[src/rtl/lsu_pkg.sv]
// Shared types and size codes for the load/store unit and its alignment checker.
package lsu_pkg;

    typedef enum logic [1:0] {
        IDLE    = 2'd0,
        ISSUE   = 2'd1,
        CAPTURE = 2'd2,
        RESP    = 2'd3
    } lsu_state_e;

    localparam logic [1:0] MEM_RSVD = 2'b00;
    localparam logic [1:0] MEM_BYTE = 2'b01;
    localparam logic [1:0] MEM_HALF = 2'b10;
    localparam logic [1:0] MEM_WORD = 2'b11;

endpackage

[src/rtl/lsu_align_check.sv]
// Combinational legality check of a request: reserved size code and natural alignment.
module lsu_align_check
    import lsu_pkg::*;
(
    input  logic [1:0] size,
    input  logic [1:0] addr_lo,
    output logic       size_err,
    output logic       misaligned
);

    always_comb begin
        size_err   = (size == MEM_RSVD);
        misaligned = ((size == MEM_HALF) && addr_lo[0]) ||
                     ((size == MEM_WORD) && (addr_lo != 2'b00));
    end

endmodule

[src/rtl/load_store_unit.sv]
// Single-outstanding load/store initiator toward a word-indexed data memory.
// Optional build macro MISALIGN_TRAP_EN refuses misaligned half/word accesses.
module load_store_unit #(
    parameter int ADDR_W    = 32,
    parameter int DATA_W    = 32,
    parameter int MEM_IDX_W = 6,
    parameter int TAG_W     = 5
) (
    input  logic              clk,
    input  logic              rst_n,
    input  logic              req_valid,
    output logic              req_ready,
    input  logic              req_is_store,
    input  logic [ADDR_W-1:0] req_addr,
    input  logic [DATA_W-1:0] req_wdata,
    input  logic [1:0]        req_size,
    input  logic              req_unsigned,
    input  logic [TAG_W-1:0]  req_tag,
    output logic [ADDR_W-1:0] mem_addr,
    output logic [DATA_W-1:0] mem_wdata,
    output logic              mem_read,
    output logic              mem_write,
    output logic              signed_unsigned,
    output logic [1:0]        mem_size,
    input  logic [DATA_W-1:0] mem_rdata,
    output logic              resp_valid,
    input  logic              resp_ready,
    output logic [DATA_W-1:0] resp_data,
    output logic [TAG_W-1:0]  resp_tag,
    output logic              resp_err
);

    import lsu_pkg::*;

    lsu_state_e state_q, state_d;

    logic [MEM_IDX_W-1:0] idx_q, idx_d;
    logic [DATA_W-1:0]    wdata_q, wdata_d;
    logic [1:0]           size_q, size_d;
    logic                 unsigned_q, unsigned_d;
    logic [TAG_W-1:0]     tag_q, tag_d;
    logic                 is_store_q, is_store_d;
    logic                 err_q, err_d;
    logic [DATA_W-1:0]    resp_data_q, resp_data_d;

    logic accept;
    logic size_err;
    logic misaligned;
    logic req_err;

    // Upper address bits only select aliases of the same word; the index wraps.
    logic unused_addr_bits;
    assign unused_addr_bits = ^req_addr[ADDR_W-1:MEM_IDX_W+2];

    lsu_align_check u_align (
        .size       (req_size),
        .addr_lo    (req_addr[1:0]),
        .size_err   (size_err),
        .misaligned (misaligned)
    );

`ifdef MISALIGN_TRAP_EN
    assign req_err = size_err | misaligned;
`else
    logic unused_misaligned;
    assign unused_misaligned = misaligned;
    assign req_err = size_err;
`endif

    assign accept = req_valid && (state_q == IDLE);

    always_ff @(posedge clk or negedge rst_n) begin
        if (!rst_n) begin
            state_q <= IDLE;
        end else begin
            state_q <= state_d;
        end
    end

    always_comb begin
        state_d = state_q;
        case (state_q)
            IDLE:    if (req_valid) state_d = req_err ? RESP : ISSUE;
            ISSUE:   state_d = is_store_q ? RESP : CAPTURE;
            CAPTURE: state_d = RESP;
            RESP:    if (resp_ready) state_d = IDLE;
            default: state_d = IDLE;
        endcase
    end

    // Strobes and handshakes decode the state flops only, so they fall with async reset.
    always_comb begin
        req_ready  = (state_q == IDLE);
        mem_read   = (state_q == ISSUE) && !is_store_q;
        mem_write  = (state_q == ISSUE) && is_store_q;
        resp_valid = (state_q == RESP);
    end

    // Request capture; resp_data starts at zero so stores and refused accesses return 0.
    always_comb begin
        idx_d       = idx_q;
        wdata_d     = wdata_q;
        size_d      = size_q;
        unsigned_d  = unsigned_q;
        tag_d       = tag_q;
        is_store_d  = is_store_q;
        err_d       = err_q;
        resp_data_d = resp_data_q;
        if (accept) begin
            idx_d       = req_addr[MEM_IDX_W+1:2];
            wdata_d     = req_wdata;
            size_d      = req_size;
            unsigned_d  = req_unsigned;
            tag_d       = req_tag;
            is_store_d  = req_is_store;
            err_d       = req_err;
            resp_data_d = '0;
        end else if (state_q == CAPTURE) begin
            resp_data_d = mem_rdata;
        end
    end

    always_ff @(posedge clk or negedge rst_n) begin
        if (!rst_n) begin
            idx_q       <= '0;
            wdata_q     <= '0;
            size_q      <= '0;
            unsigned_q  <= 1'b0;
            tag_q       <= '0;
            is_store_q  <= 1'b0;
            err_q       <= 1'b0;
            resp_data_q <= '0;
        end else begin
            idx_q       <= idx_d;
            wdata_q     <= wdata_d;
            size_q      <= size_d;
            unsigned_q  <= unsigned_d;
            tag_q       <= tag_d;
            is_store_q  <= is_store_d;
            err_q       <= err_d;
            resp_data_q <= resp_data_d;
        end
    end

    // The memory has no unsigned-word code, so word loads always report signed.
    always_comb begin
        mem_addr        = {{(ADDR_W-MEM_IDX_W){1'b0}}, idx_q};
        mem_wdata       = wdata_q;
        mem_size        = size_q;
        signed_unsigned = unsigned_q && !is_store_q && (size_q != MEM_WORD);
        resp_data       = resp_data_q;
        resp_tag        = tag_q;
        resp_err        = err_q;
    end

endmodule

[config.mk]
export PLATFORM = sky130hd
export DESIGN_NAME = load_store_unit
export DESIGN_NICKNAME = d
export VERILOG_FILES = /design/src/rtl/lsu_pkg.sv /design/src/rtl/lsu_align_check.sv /design/src/rtl/load_store_unit.sv
export SDC_FILE = /design/constraint.sdc
export NUM_CORES = 1
export LEC_CHECK = 0
export BUFFER_PORTS_ARGS = -buffer_cell sky130_fd_sc_hd__buf_2
export CAP_MARGIN = 10
export CORE_MARGIN = 1.5
export CORE_UTILIZATION = 26
export DETAILED_ROUTE_END_ITERATION = 16
export PLACE_DENSITY_LB_ADDON = 0.12
export SETUP_SLACK_MARGIN = 0.05
export SLEW_MARGIN = 20
export SYNTH_ARGS = -nofsm -noshare
export SYNTH_HDL_FRONTEND = slang
export SYNTH_SLANG_ARGS = --single-unit
[constraint.sdc]
create_clock -name clk -period 1.4 [get_ports clk]
set_clock_uncertainty 0.1 [all_clocks]
set_input_delay 0.14 -clock clk [delete_from_list [all_inputs] [get_ports clk]]
set_output_delay 0.14 -clock clk [all_outputs]
set_load 0.05 [all_outputs]
==> flow_summary_export.csv, run 1 <==
group,metric,value,unit
cts,cts_tree,"built",
route,wl_per_cell,13.0,µm
cts,cts_buffers,9,
route,wl,10.3,mm
timing,hold_violations,0,
worst_hold_path,worst_hold_path.endpoint,"state_q[0]",
worst_setup_path,cp.required,1.52,ns
synth,synth_top_area_cell,"dfrtp_1",
finish,fill_cells,1241,
cts,cts_max_level,3,
timing,rsz0062_at_grt,"true",
synth,synth_top_flop_cell,"dfrtp_1",
timing,post-route-min-period,1.54,ns
die,initial_core_util,26.6,%
route,drt_iter0_markers,72,
timing,period_share,110,%
grt,grt_pass1_vias,3226,
worst_setup_path,cp.arrival,1.66,ns
cts,max-clock-path-buffers,2,
pwr,p_leak,3.22,nW
worst_setup_path,critPathKind,"flop to flop",
worst_setup_path,timing.rr.start,"state_q[0]",
synth,yosysMostFrequentCell,"nand2_1",
synth,syn_inst,352,
synth,yosysTopAreaCellShare,58.4,%
die,placementRows,42,
timing,setup_viol,87,
grt,track_usage,14.0,%
grt,grt_max_degree,36,
synth,synth_edf_count,0,
synth,synth.yosys.seq_area_share,58.4,%
finish,fin_util,45.7,%
timing,fmax,0.650,GHz
worst_setup_path,slowest_delay,0.39,ns
outcome,violations,"negative setup slack",
worst_setup_path,critPathCaptureType,"flop",
route,vias,3210,
cts,root_buffer,"clkbuf_16",
outcome,outcome,"complete, but fails checks",
placement,gp_congestion,0.722,
timing,setup_tns,-5.46,ns
worst_hold_path,min_from,"resp_ready",
cts,worstSkewPairLatency,0.33,ns
die,io_pins,218,
synth,synth_common_cells,"nand2_1 (140), dfrtp_1 (82), mux2i_1 (34), nor2_1 (34), buf_4 (29)",
flow_run,cap_viol_max_count,0,
worst_setup_path,cp_max_fo,8,
worst_setup_path,reg2reg_depth,6,
placement,place_hpwl,6.09,mm
worst_hold_path,min_path_type,"input pin to flop",
synth,synth_cell_types,17,
worst_setup_path,crit_chain,"buf_4 -> inv_4 -> ha_4 -> clkbuf_16 -> mux2i_1 -> nor2_1",
synth,synthArstFlopShare,100,%
placement,port_buffers,165,
finish,antenna_cells,0,
synth,syn-cell-area,0.00351,mm²
cts,clkSinkCount,82,
route,drc,0,
worst_hold_path,whs_path_depth,4,
die,dieArea,0.0142,mm²
synth,yosysWarnings,0,
timing,layout_setup_ws,-0.138,ns
die,core,0.0132,mm²
synth,ys_ff_latch,82,
finish,fin_nets,730,
synth,syn_area_per_cell,9.97,µm²
route,ant_nets,0,
die,die_h,119,µm
die,chipWidth,119,µm
synth,synthTopCellsByArea,"dfrtp_1 (58%), nand2_1 (15%), mux2i_1 (9.7%), buf_4 (6.2%), nor2_1 (3.6%)",
route,avgViaCountPerCell,4.03,
pwr,max-vdd-ir-drop,1060,µV
worst_setup_path,slowest_stage,"dfrtp_1",
grt,grt_pass1_wl,15.5,mm
worst_setup_path,cp-start-kind,"flop",
grt,antenna_found_initial,0,
worst_setup_path,timing.rr.end,"resp_data[16]",
pwr,cellPowerDensity,2560,mW/mm²
timing,slew_viol_final,0,
route,drtPass1Iterations,4,
cts,path_clk_slew,0.05,ns
worst_setup_path,r2r_slack,-0.14,ns
grt,grt_overflow,0,
finish,drive_gt1_share,38.6,%
finish,synthToLayoutAreaGrowth,71.7,%
kinds of logic (layout without fill, tap and decap cells):
| group | after synthesis | after routing | synth area share (%) |
|---|---|---|---|
| adders and majority gates | 4 | 4 | 1.43 |
| AOI/OAI and AO/OA | 5 | 5 | 0.998 |
| buffers and inverters | 47 | 290 | 9.69 |
| and+or+nand+nor | 178 | 179 | 19.3 |
| muxes | 35 | 35 | 10.0 |
| DFF | 82 | 82 | 58.4 |
| other | 1 | 26 | 0.107 |
how the worst max path moves through the flow:
stage               slack, ns        from  cells after the start            end
floorplan               -0.17  state_q[1]                      5       resp_err
global placement        -0.02  state_q[0]                      5   resp_data[1]
detailed placement      -0.06  state_q[1]                      6  mem_wdata[30]
CTS                     -0.15  state_q[0]                      4      mem_write
global route            -0.24  state_q[0]                      6  resp_data[16]
finish                  -0.14  state_q[0]                      6  resp_data[16]
power breakdown:
group          switching (W)  internal, W
Sequential          0.000589      0.00346
Combinational        0.00632      0.00290
Clock               0.000881      0.00128
Total                0.00779      0.00763
cell type report:
type                       count  area, µm²  share of cell area (%)
clock inverter                 3       15.0                   0.249
inverter                       4       17.5                   0.291
tap                          176        220                    3.65
clock buffer                  12        256                    4.25
timing repair buffer         271       2080                    34.6
multi-input combinational    249       1380                    22.9
sequential                    82       2050                    34.1
metrics by stage:
stage	cell area, µm²	total power [W]	hold slack, ns	std cells	setup WS, ns
global route	6030	0.0163	0.142	797	-0.245
detailed placement	4530	0.0120	-0.0535	688	-0.0591
finish	6030	0.0154	0.118	797	-0.138
global placement	4530	0.0119	-0.0537	688	-0.0203
CTS	5780	0.0150	0.101	789	-0.146
floorplan	3650	0.0102	-0.256	377	-0.166
state kept, by name, summed over array words and instances (netlist names):
name	flops
idx_q	6
resp_err	1
state_q	2
mem_wdata	32
resp_data	32
unsigned_q	1
resp_tag	5
is_store_q	1
mem_size	2
cell usage in the layout (no fill, tap or decap), types with 7 or more instances in the layout:
cell | netlist | layout
buf_2 | 8 | 158
nand2_1 | 140 | 126
dfrtp_1 | 82 | 81
dlygate4sd3_1 | 0 | 80
nor2_1 | 34 | 31
mux2i_1 | 34 | 30
conb_1 | 1 | 26
clkbuf_16 | 0 | 14
nand2_2 | 0 | 12
buf_4 | 29 | 10
buf_6 | 6 | 7
buf_12 | 0 | 7
metal layers:
| layer | GRT usage (%) | wire (µm) |
|---|---|---|
| met4 | 7.00 | 219 |
| met2 | 22.9 | 5010 |
| met5 | 0 | 0 |
| met3 | 3.93 | 758 |
| met1 | 16.9 | 4360 |
what timing repair did:
action                     in CTS  in global routing
gates cloned                    1                  7
hold buffers                   80                  0
hold endpoints to repair      161                  0
buffers inserted                5                  1
resized for setup              29                 28
setup endpoints to repair      86                 87
pin swaps                       5                  8
worst max-delay path: cells and delay by family (launching register included):
kind                     cells  cell delay, ns
adder cells (fa/ha/maj)      1            0.22
buffers and inverters        3            0.41
flip-flops                   1            0.39
multiplexers                 1            0.23
AND/OR/NAND/NOR              1            0.07
(Power assumes the default switching activity.)
==> run 2: changes to the inputs <==
--- a/config.mk
+++ b/config.mk
@@ -7,6 +7,7 @@
 export LEC_CHECK = 0
 export BUFFER_PORTS_ARGS = -buffer_cell sky130_fd_sc_hd__buf_2
 export CAP_MARGIN = 10
+export CORE_ASPECT_RATIO = 0.7
 export CORE_MARGIN = 1.5
 export CORE_UTILIZATION = 26
 export DETAILED_ROUTE_END_ITERATION = 16
==> flow_summary_export.csv, run 2 (synthesis gave the netlist of run 1 again) <==
group,metric,value,unit
grt,grt_pass1_vias,3163,
route,drtPass1Iterations,4,
timing,hold_violations,0,
cts,cts_tree,"built",
cts,path_clk_slew,0.06,ns
die,chipWidth,142,µm
cts,cts_buffers,9,
cts,root_buffer,"clkbuf_16",
timing,slew_viol_final,0,
grt,grt_max_degree,36,
die,dieArea,0.0142,mm²
route,vias,3198,
pwr,p_leak,3.21,nW
placement,dp.cells,696,
worst_setup_path,reg2reg_depth,5,
timing,setup_viol,76,
timing,setup_tns,-2.80,ns
grt,antenna_found_initial,0,
die,placementRows,35,
finish,instances_no_fill,803,
worst_setup_path,critPathKind,"flop to output port",
worst_setup_path,cp.required,1.16,ns
die,initial_core_util,26.6,%
cts,cts_max_level,3,
outcome,violations,"negative setup slack",
timing,period_share,108,%
placement,dpl-instance-area,0.00456,mm²
timing,rsz0062_at_grt,"true",
finish,multiInputGateArea,0.00156,mm²
placement,gp_congestion,0.672,
worst_setup_path,cp-start-kind,"flop",
placement,place_hpwl,6.38,mm
worst_setup_path,cp_max_fo,3,
timing,fmax,0.664,GHz
die,io_pins,218,
cts,worstSkewPairLatency,0.33,ns
outcome,outcome,"complete, but fails checks",
worst_hold_path,min_from,"resp_ready",
finish,synthToLayoutAreaGrowth,77.0,%
pwr,cellPowerDensity,2600,mW/mm²
grt,grt_pass1_wl,15.5,mm
pwr,max-vdd-ir-drop,988,µV
cts,max-clock-path-buffers,2,
worst_setup_path,cp.arrival,1.27,ns
route,drc,0,
timing,post-route-min-period,1.51,ns
worst_hold_path,min_path_type,"input pin to flop",
die,core,0.0132,mm²
route,ant_nets,0,
finish,final_common_cell,"buf_2",
finish,fin_nets,726,
route,drt_iter0_markers,50,
route,wl,10.2,mm
cts,clkSinkCount,82,
finish,fill_cells,1231,
die,die_h,100,µm
route,wl_per_cell,12.8,µm
placement,port_buffers,165,
flow_run,cap_viol_max_count,0,
worst_setup_path,crit_start,"state_q[1]",
finish,mostFrequentLayoutCells,"buf_2 (157), nand2_1 (134), dlygate4sd3_1 (80), dfrtp_1 (80), conb_1 (26)",
finish,antenna_cells,0,
finish,design_area,0.00621,mm²
route,avgViaCountPerCell,3.98,
worst_setup_path,critPathCaptureType,"output port",
grt,grt_overflow,0,
finish,area.sequential,0.00205,mm²
finish,drive_gt1_share,39.6,%
grt,track_usage,14.1,%
worst_setup_path,timing.rr.start,"state_q[0]",
timing,layout_setup_ws,-0.107,ns
worst_hold_path,whs_path_depth,4,
pwr,finalPower,0.0161,W
## run 2: cell types whose count changed in the layout (fill, tap and decap cells not counted), sizes merged
cell	before	now
clkinv	3	0
clkinvlp	0	3
clkbuf	17	15
and2	3	2
buf	186	185
bufinv	0	1
## run 2: worst paths after layout
kind	slack, ns	to
min in group asynchronous	0.17	resp_data[3]
hold reg to reg	0.37	mem_wdata[17]
setup / recovery	-0.11	mem_read
hold / removal	0.11	state_q[0]
max in group asynchronous	0.53	is_store_q
setup reg to reg	-0.10	resp_data[2]
## run 2: repair_timing
item | in CTS | in global routing
endpoints found under the setup margin | 86 | 87
gates cloned | 2 | 3
hold endpoints to repair | 161 | 0
gates resized for setup | 22 | 66
buffers inserted | 2 | 4
hold buffers | 80 | 0
pin swaps | 2 | 12
## run 2: area by class of cell
type | count | share of cell area [%]
well taps | 185 | 3.72
clock inverters | 4 | 0.846
inverters | 4 | 0.282
clock buffers | 12 | 3.81
multi-input cells | 248 | 25.2
flip-flops and latches | 82 | 33.1
repair buffers | 268 | 33.1
## run 2: metrics by stage
stage | util (%) | hold slack [ns] | setup slack (ns)
2_1_floorplan | - | -0.256 | -0.166
4_1_cts | 43.9 | 0.118 | -0.115
6_report | 47.1 | 0.110 | -0.107
3_5_place_dp | 34.6 | -0.0476 | -0.0875
3_3_place_gp | 34.6 | -0.0468 | -0.0514
5_1_grt | 47.1 | 0.121 | -0.164
## run 2: worst max-delay path: stages (launching register included)
cell and delay (ns):
dfrtp_1 0.39, inv_2 0.11, ha_4 0.14, nor2b_4 0.14, buf_8 0.15
## run 2: power by group
| part | switching (W) | internal (W) |
|---|---|---|
| logic | 0.00646 | 0.00321 |
| registers | 0.000682 | 0.00346 |
| clock network | 0.000937 | 0.00138 |
| total | 0.00808 | 0.00805 |
## run 2: metal layers
layer  track usage (%)  up-vias  wire (µm)
met5                 0        -          0
met4              4.28        0        158
met3              4.82       16        699
met2              22.2      125       4690
met1              18.3     1493       4700
li1                  -     1564          -
==> run 3: changes to the inputs <==
--- a/config.mk
+++ b/config.mk
@@ -6,13 +6,15 @@
 export NUM_CORES = 1
 export LEC_CHECK = 0
 export BUFFER_PORTS_ARGS = -buffer_cell sky130_fd_sc_hd__buf_2
-export CAP_MARGIN = 10
+export CAP_MARGIN = 20
 export CORE_ASPECT_RATIO = 0.7
 export CORE_MARGIN = 1.5
 export CORE_UTILIZATION = 26
+export CTS_BUF_LIST = sky130_fd_sc_hd__clkbuf_8
 export DETAILED_ROUTE_END_ITERATION = 16
 export PLACE_DENSITY_LB_ADDON = 0.12
 export SETUP_SLACK_MARGIN = 0.05
+export SKIP_CTS_REPAIR_TIMING = 1
 export SLEW_MARGIN = 20
 export SYNTH_ARGS = -nofsm -noshare
 export SYNTH_HDL_FRONTEND = slang
==> flow_summary_export.csv, run 3 (synthesis gave the netlist of run 1 again) <==
group,metric,value,unit
route,vias,3124,
placement,dp_slack,-0.0875,ns
timing,setup_viol,87,
grt,grt_pass1_vias,2726,
die,io_pins,218,
worst_setup_path,slowest_stage,"dfrtp_1",
worst_setup_path,cp-start-kind,"flop",
cts,cts_tree,"built",
cts,clkSinkCount,82,
finish,synthToLayoutAreaGrowth,63.8,%
route,drt_iter0_markers,66,
outcome,violations,"negative setup slack",
grt,grt_max_degree,36,
pwr,cellPowerDensity,2500,mW/mm²
route,wl,9.77,mm
die,chipWidth,142,µm
route,wl_per_cell,12.2,µm
finish,antenna_cells,0,
route,drtPass1Iterations,4,
die,initial_core_util,26.6,%
die,dieArea,0.0142,mm²
placement,place_hpwl,6.38,mm
worst_setup_path,cp_max_fo,5,
worst_hold_path,min_path_type,"input pin to flop",
worst_setup_path,critPathKind,"flop to flop",
timing,fmax,0.638,GHz
cts,cts_buffers,9,
worst_setup_path,slowest_delay,0.43,ns
placement,port_buffers,165,
finish,design_area,0.00575,mm²
outcome,outcome,"complete, but fails checks",
die,placementRows,35,
timing,layout_setup_ws,-0.168,ns
finish,fill_cells,1281,
timing,post-route-min-period,1.57,ns
worst_setup_path,cp.arrival,1.70,ns
flow_run,cap_viol_max_count,0,
route,ant_nets,0,
die,die_h,100,µm
timing,slew_viol_final,0,
cts,worstSkewPairLatency,0.35,ns
grt,grt_pass1_wl,13.8,mm
finish,fin_nets,723,
finish,drive_gt1_share,34.6,%
worst_setup_path,path_delay_family,"flip-flops",
pwr,max-vdd-ir-drop,1190,µV
grt,grt_overflow,0,
cts,cts_max_level,3,
worst_setup_path,crit_chain,"inv_2 -> buf_12 -> ha_4 -> and2_4 -> mux2_4",
grt,track_usage,12.5,%
cts,root_buffer,"clkbuf_8",
worst_setup_path,critPathCaptureType,"flop",
placement,dpl-instance-area,0.00456,mm²
route,drc,0,
grt,antenna_found_initial,0,
pwr,p_leak,3.10,nW
cts,max-clock-path-buffers,2,
worst_setup_path,cp.required,1.54,ns
timing,hold_violations,0,
worst_setup_path,critPathBufInv,2,
die,core,0.0132,mm²
cts,path_clk_slew,0.08,ns
route,avgViaCountPerCell,3.91,
placement,gp_congestion,0.672,
timing,rsz0062_at_grt,"true",
finish,final_common_cell,"buf_2",
finish,mostFrequentLayoutCells,"buf_2 (157), nand2_1 (139), dlygate4sd3_1 (80), dfrtp_1 (80)",
timing,period_share,112,%
run 3: area by class of cell:
class,count,area [µm²],area share [%]
repair buffers,265,1980,34.5
inverters,4,15.0,0.261
multi-input cells,248,1280,22.2
well taps,185,231,4.03
clock inverters,7,63.8,1.11
flip-flops and latches,82,2050,35.7
clock buffers,9,124,2.15
run 3: worst paths after layout:
kind,startpoint,to,slack [ns],cells past startpoint
setup / recovery,state_q[1],resp_err,-0.17,5
hold / removal,resp_ready,state_q[0],0.11,4
setup reg to reg,state_q[1],resp_err,-0.17,5
hold reg to reg,mem_wdata[17],mem_wdata[17],0.37,2
max in group asynchronous,rst_n,is_store_q,0.56,3
min in group asynchronous,rst_n,resp_data[3],0.14,2
run 3: per-stage QoR:
stage / power [W] / util, % / hold slack [ns] / setup TNS, ns / instances
finish: 0.0144 / 43.6 / 0.107 / -9.29 / 800
global route: 0.0153 / 43.6 / 0.109 / -14.37 / 800
CTS: 0.0138 / 36.0 / -0.447 / -3.20 / 712
detailed placement: 0.0121 / 34.6 / -0.0476 / -1.54 / 696
global placement: 0.0120 / 34.6 / -0.0468 / -1.05 / 696
floorplan: 0.0102 / - / -0.256 / -5.70 / 377
run 3: routing by layer:
metal  wire length (µm)  global-route usage [%]  vias up  part of all wire (%)
met5                  0                       0        -                     0
met4                 75                    3.09        0                  0.77
met2               4430                    18.3      124                    45
li1                   -                       -     1551                     -
met3                756                    5.82       10                   7.7
met1               4510                    16.7     1439                    46
run 3: power by group:
group | total, W | switching [W] | internal [W]
Combinational | 0.00869 | 0.00610 | 0.00259
Sequential | 0.00405 | 0.000602 | 0.00345
Clock | 0.00166 | 0.000851 | 0.000805
run 3: worst reg2reg max path, cell delays in order, from the launching register on:
cell and delay [ns]:
dfrtp_1 0.43, inv_2 0.11, buf_12 0.11, ha_4 0.14
and2_4 0.25, mux2_4 0.31
